===== src/rtl/vga_bar_ctrl.sv =====
// Debounced pushbutton control of the VGA bar start positions, committed only at frame start.
// Latency: 2 sync + DEBOUNCE_CYCLES + 1 to step_evt, +1 to pending position, outputs at next frame_start.
// Backpressure: none; every accepted press or repeat produces one step, and positions saturate.
module vga_bar_ctrl #(
    parameter int H_MIN           = 216,
    parameter int H_MAX           = 816,
    parameter int V_MIN           = 27,
    parameter int V_MAX           = 427,
    parameter int STEP            = 10,
    parameter int DEBOUNCE_CYCLES = 400000,
    parameter int REPEAT_DELAY    = 20000000,
    parameter int REPEAT_PERIOD   = 4000000
) (
    input  logic        clk40m,
    input  logic        rst,
    input  logic        b_left,
    input  logic        b_right,
    input  logic        g_up,
    input  logic        g_down,
    input  logic        frame_start,
    output logic [10:0] blue_pos,
    output logic [9:0]  green_pos,
    output logic [3:0]  step_evt
);

    localparam int DB_W    = (DEBOUNCE_CYCLES > 1) ? $clog2(DEBOUNCE_CYCLES) : 1;
    localparam int RPT_MAX = (REPEAT_DELAY > REPEAT_PERIOD) ? REPEAT_DELAY : REPEAT_PERIOD;
    localparam int RPT_W   = (RPT_MAX > 1) ? $clog2(RPT_MAX) : 1;

    localparam logic [DB_W-1:0]  DB_LAST     = DB_W'(DEBOUNCE_CYCLES - 1);
    localparam logic [RPT_W-1:0] DELAY_LAST  = RPT_W'(REPEAT_DELAY - 1);
    localparam logic [RPT_W-1:0] PERIOD_LAST = RPT_W'(REPEAT_PERIOD - 1);

    typedef enum logic [1:0] {
        IDLE   = 2'd0,
        DELAY  = 2'd1,
        REPEAT = 2'd2
    } rpt_state_t;

    // Channel order matches step_evt: {g_down, g_up, b_right, b_left}
    logic [3:0] raw;
    logic [3:0] sync_meta;
    logic [3:0] sync_q;

    assign raw = {g_down, g_up, b_right, b_left};

    always_ff @(posedge clk40m or posedge rst) begin
        if (rst) begin
            sync_meta <= 4'hF;
            sync_q    <= 4'hF;
        end else begin
            sync_meta <= raw;
            sync_q    <= sync_meta;
        end
    end

    for (genvar i = 0; i < 4; i++) begin : g_chan
        logic             stable;
        logic [DB_W-1:0]  db_cnt;
        rpt_state_t       state_q;
        rpt_state_t       state_d;
        logic [RPT_W-1:0] rpt_cnt_q;
        logic [RPT_W-1:0] rpt_cnt_d;
        logic             step_d;
        logic             step_q;

        always_ff @(posedge clk40m or posedge rst) begin
            if (rst) begin
                stable <= 1'b1;
                db_cnt <= '0;
            end else if (sync_q[i] == stable) begin
                db_cnt <= '0;
            end else if (db_cnt == DB_LAST) begin
                stable <= sync_q[i];
                db_cnt <= '0;
            end else begin
                db_cnt <= db_cnt + DB_W'(1);
            end
        end

        // A released (stable high) button overrides every state, so short
        // release glitches filtered by the debouncer never restart the repeat.
        always_comb begin
            state_d   = state_q;
            rpt_cnt_d = rpt_cnt_q;
            step_d    = 1'b0;
            if (stable) begin
                state_d   = IDLE;
                rpt_cnt_d = '0;
            end else begin
                case (state_q)
                    IDLE: begin
                        step_d    = 1'b1;
                        state_d   = DELAY;
                        rpt_cnt_d = '0;
                    end
                    DELAY: begin
                        if (rpt_cnt_q == DELAY_LAST) begin
                            step_d    = 1'b1;
                            state_d   = REPEAT;
                            rpt_cnt_d = '0;
                        end else begin
                            rpt_cnt_d = rpt_cnt_q + RPT_W'(1);
                        end
                    end
                    REPEAT: begin
                        if (rpt_cnt_q == PERIOD_LAST) begin
                            step_d    = 1'b1;
                            rpt_cnt_d = '0;
                        end else begin
                            rpt_cnt_d = rpt_cnt_q + RPT_W'(1);
                        end
                    end
                    default: begin
                        state_d   = IDLE;
                        rpt_cnt_d = '0;
                    end
                endcase
            end
        end

        always_ff @(posedge clk40m or posedge rst) begin
            if (rst) begin
                state_q   <= IDLE;
                rpt_cnt_q <= '0;
                step_q    <= 1'b0;
            end else begin
                state_q   <= state_d;
                rpt_cnt_q <= rpt_cnt_d;
                step_q    <= step_d;
            end
        end

        assign step_evt[i] = step_q;
    end

    logic [10:0] nxt_blue;
    logic [10:0] nxt_blue_d;
    logic [9:0]  nxt_green;
    logic [9:0]  nxt_green_d;
    logic [11:0] blue_inc;
    logic [10:0] green_inc;

    // One extra bit so the saturation compare cannot be fooled by wrap-around
    assign blue_inc  = {1'b0, nxt_blue} + 12'(STEP);
    assign green_inc = {1'b0, nxt_green} + 11'(STEP);

    always_comb begin
        nxt_blue_d = nxt_blue;
        if (step_evt[1] && !step_evt[0]) begin
            nxt_blue_d = (blue_inc > 12'(H_MAX)) ? 11'(H_MAX) : blue_inc[10:0];
        end else if (step_evt[0] && !step_evt[1]) begin
            nxt_blue_d = ({1'b0, nxt_blue} < 12'(H_MIN + STEP)) ? 11'(H_MIN)
                                                               : nxt_blue - 11'(STEP);
        end
    end

    always_comb begin
        nxt_green_d = nxt_green;
        if (step_evt[3] && !step_evt[2]) begin
            nxt_green_d = (green_inc > 11'(V_MAX)) ? 10'(V_MAX) : green_inc[9:0];
        end else if (step_evt[2] && !step_evt[3]) begin
            nxt_green_d = ({1'b0, nxt_green} < 11'(V_MIN + STEP)) ? 10'(V_MIN)
                                                                 : nxt_green - 10'(STEP);
        end
    end

    always_ff @(posedge clk40m or posedge rst) begin
        if (rst) begin
            nxt_blue  <= 11'(H_MIN);
            nxt_green <= 10'(V_MIN);
            blue_pos  <= 11'(H_MIN);
            green_pos <= 10'(V_MIN);
        end else begin
            nxt_blue  <= nxt_blue_d;
            nxt_green <= nxt_green_d;
            if (frame_start) begin
                blue_pos  <= nxt_blue;
                green_pos <= nxt_green;
            end
        end
    end

endmodule


===== config.mk =====
export PLATFORM = sky130hd
export DESIGN_NAME = vga_bar_ctrl
export DESIGN_NICKNAME = d
export VERILOG_FILES = /design/src/rtl/vga_bar_ctrl.sv
export SDC_FILE = /design/constraint.sdc
export NUM_CORES = 1
export LEC_CHECK = 0
export ABC_AREA = 1
export CORE_MARGIN = 5
export CORE_UTILIZATION = 25
export DETAILED_ROUTE_END_ITERATION = 10
export GPL_ROUTABILITY_DRIVEN = 1
export PLACE_DENSITY = 0.42
export SYNTH_ARGS = -nofsm -noshare
export SYNTH_HDL_FRONTEND = slang
export SYNTH_SLANG_ARGS = --single-unit

===== constraint.sdc =====
create_clock -name clk40m -period 9.8 [get_ports clk40m]
set_input_delay 1.96 -clock clk40m [delete_from_list [all_inputs] [get_ports clk40m]]
set_output_delay 1.96 -clock clk40m [all_outputs]
set_load 0.05 [all_outputs]

==> results by stage <==
Run status:
- The run finished with clean final reports.

Synth:
- The top cell type by area accounts for 39.3% of the synthesized area.
- The number of flops mapped to enable cells by yosys is 0.
- The share of the synthesized area in compound gates (AO/OA/AOI/OAI) is under 10%.
- In the synthesized netlist, the cells that appear most often are nor2_1 (319), nand2_1 (315), inv_1 (215).
- The most common cell in the synthesized netlist is nor2_1.
- After Yosys synthesis, XOR and XNOR cells account for slightly below 7% of the synthesized area.
- By area the synthesized netlist is led by dfrtp_1 (39%), nor2_1 (8.9%), nand2_1 (8.8%), inv_1 (6.0%), dfstp_2 (5.4%).
- Counting every instance in the synthesized netlist gives between 1.5k and 2k.
- Sequential cells were found to cover between 40% and 50% of the synthesized design area.
- Synthesis produced a netlist with a net count of approximately 1.8k.
- The most used flip-flop cell after synthesis is dfrtp_1.
- In this run the mean area of a mapped cell was approximately 8 µm².
- The synthesized netlist devotes between 30% and 40% of its cell area to simple gates.
- Synthesis inferred 240 register bits.
- The synthesized netlist contains 45 unique library cells.
- For this run, asynchronously set or reset flops after synthesis account for 100%.
- The number of warnings printed during yosys synthesis is 0.
- After synthesis, the share of cell area in mux cells is less than 1%.
- Of the total synthesized cell area, the portion taken by full adders, half adders and majority gates is 3.24%.
- The cell area that synthesis handed to floorplanning was 13500 µm².
- The library cell with the largest summed area after synthesis is dfrtp_1.
- By area, the combinational part of the netlist is dominated by simple AND/OR/NAND/NOR gates.

Clock network:
- CTS built an H-tree with a depth of 1.
- The clock buffer count from CTS is 30.
- No sink is reached through more buffers than the 3 on the longest clock path.
- The TritonCTS clock tree is done.
- The CTS sink count is 240.
- In this run, post-CTS repair resized a total of 0 instances.
- The number of buffers added for setup after CTS is 0.
- The number of hold buffers added after CTS was 0.
- Clock-pin slew was measured on the worst setup and hold paths at 60 ps.
- The later-pin clock latency in the skew report is just under 600 ps.
- The clock tree root buffer cell is clkbuf_16.

Worst setup path:
- The top cell family by delay on the critical path is buffers and inverters.
- Data on the critical path arrives at its endpoint at around 1900 ps.
- The critical path's largest stage delay is around 800 ps.
- The critical path is of the reg2out type.
- The critical-path cell with the highest stage delay is clkdlybuf4s50_1.
- Together, buffers and inverters on the worst path number 1.
- At the worst endpoint, the required time is approximately 7800 ps.
- The critical path capture point type is a primary output.
- Walking the worst path, the cells encountered are clkdlybuf4s50_1.
- The highest net fanout along the worst path is 2.
- The nature of the critical path startpoint is a flip-flop.

Power:
- The total power draw is 0.00223 W.
- The leakage power total is between 6 and 7 nW.
- The largest vdd supply drop is between 100 and 150 µV.
- The cell area power density is approximately 140 nW/µm².

GRT:
- The global router's overall resource usage is between 10% and 20%.
- The first-pass GRT wire length is between 50 and 60 mm.
- The number of antenna violations at the first check in global routing is 0.
- For this run the aggregate overflow at the end of global routing stands at 0.
- Entering global routing, the biggest net connects around 140 pins.
- The via count of the first global-routing pass was roughly 11k.

Placement:
- The number of input and output port buffers inserted is 30.
- After legalization and detailed placement, the total HPWL measured 22.2 mm.
- At the end of routability-driven placement, the weighted congestion stood at 0.842.

Timing:
- Timing would allow up to between 200 and 300 MHz.
- The total count of hold-check failures in the final report is 0.
- Headroom to the max-slew limit came out at between 10% and 20%.
- Setup violations remaining at the end of the flow were counted as 0.
- The max-slew violation count is 0.
- Summed over all failing endpoints, the final setup total negative slack is 0 ps.
- Setup repair after global routing left no endpoint under its margin.
- The clock period could shrink to 3860 ps.
- In the finished design, the share of the clock period the worst path needs comes to 39.3%.
- At the pin with the least slew margin, the transition time is about 1300 ps.
- The post-route clock skew is around 21 ps.

Routing:
- The average wire per cell in the routed design is about 13 µm.
- The ratio of routed vias to standard cells is between 4 and 5.
- The wire length reported by the detailed router is 31.3 mm.
- Before antenna repair, the detailed router went through 5 iterations.
- The detail route stage leaves a number of antenna-violating nets equal to 0.
- In the routed design, unresolved DRC markers number 0.
- After the first detailed-routing iteration, the DRC count stood at roughly 740.
- The total via count in the routed design is about 11k.

Cells and area:
- The area added between synthesis and finish is 15.1%.
- 0 antenna diodes ended up in the layout.
- In the final design database the tool counted 1809 nets.
- In the final layout, the share of cells above drive strength 1 is 6.81%.

Run:
- Max-cap violations in this run came to 0.

Floorplan:
- The effective utilization at floorplan is between 20 and 30%.
- The die covers 58800 µm².
- The horizontal die dimension is around 240 µm.
- From bottom edge to top edge, the die measures between 200 and 250 µm.
- The number of rows in the core area is between 80 and 90.
- The core box area is approximately 54000 µm².
- During I/O placement, the number of pins put on the boundary was 32.

Hold path:
- The min-delay analysis places its worst path in the category reg2reg.
final timing paths:
check | from | cells after the start | slack, ps | end
max | green_pos[4] | 1 | 5940 | green_pos[4]
min | sync_meta[0] | 0 | 360 | sync_q[0]
max reg2reg | g_chan[0].db_cnt[0] | 10 | 7660 | g_chan[0].db_cnt[11]
min reg2reg | sync_meta[0] | 0 | 360 | sync_q[0]
max in group asynchronous | rst | 3 | 6470 | g_chan[0].db_cnt[9]
min in group asynchronous | rst | 2 | 1980 | g_chan[2].rpt_cnt_q[23]
metrics by stage:
stage               worst slack, ps  utilization [%]  hold slack, ps  instance area [µm²]  cells
floorplan                      1300                -             345                13500   1730
global placement               5740             27.0             350                14500   2431
detailed placement             5720             27.0             349                14500   2431
CTS                            5890             29.0             353                15600   2487
global route                   5870             29.0             361                15600   2487
finish                         5940             29.0             356                15600   2487
cells by family after synthesis:
family | count (synthesis)
and+or+nand+nor | 955
buffers and inverters | 246
DFF | 240
AOI/OAI and AO/OA | 144
xor gates and xnor gates | 107
adders and majority gates | 35
muxes | 2
other | 1
state kept, by name, indices dropped and copies added, names as in the netlist, 8 cells and up:
name / count
g_chan.rpt_cnt_q: 100
g_chan.db_cnt: 76
blue_pos: 10
green_pos: 10
nxt_blue: 10
nxt_green: 10
g_chan.state_q: 8
where the power goes:
part	internal [W]	leakage (nW)	total, W	switching [W]
clock	0.000695	0.503	0.00114	0.000446
combinational	0.0000206	3.21	0.0000789	0.0000582
sequential	0.00101	3.17	0.00101	0.00000812
routing by layer:
metal  vias up  track usage, %  part of all wire, %
li1       5673               -                    -
met1      5122            14.6                   50
met2       154            17.1                   45
met3        42            1.74                  3.8
met4         0            2.52                  1.8
met5         -               0                    0
cell type report:
cell class | instances | area [µm²]
inverter | 218 | 826
timing repair buffer | 33 | 323
clock inverter | 11 | 148
fill | 5674 | 38200
multi-input combinational | 1244 | 6470
clock buffer | 45 | 877
sequential | 240 | 6040
tap | 696 | 871
cells in the final DEF, fill, tap and decap left out, types with 5 or more instances in the layout:
cell / synthesis / final
o21ai_0: 48 / 48
clkbuf_8: 0 / 7
dfstp_2: 28 / 28
nand2_1: 315 / 315
nor4_1: 27 / 27
nor3b_1: 6 / 6
clkbuf_16: 0 / 30
nand3b_1: 6 / 6
inv_1: 215 / 214
nor3_2: 7 / 7
xnor2_1: 32 / 32
clkinv_2: 0 / 5
clkbuf_1: 8 / 8
nand3_2: 7 / 7
clkdlybuf4s50_1: 0 / 30
dfrtp_1: 212 / 212
xor2_1: 75 / 75
o21a_1: 8 / 8
nand4_1: 57 / 57
ha_1: 35 / 35
a21oi_1: 70 / 70
nor2_1: 319 / 319
nor2_2: 7 / 7
nor3_1: 74 / 74
nand3_1: 113 / 113
Note: power is estimated with default switching activity, not from simulation.
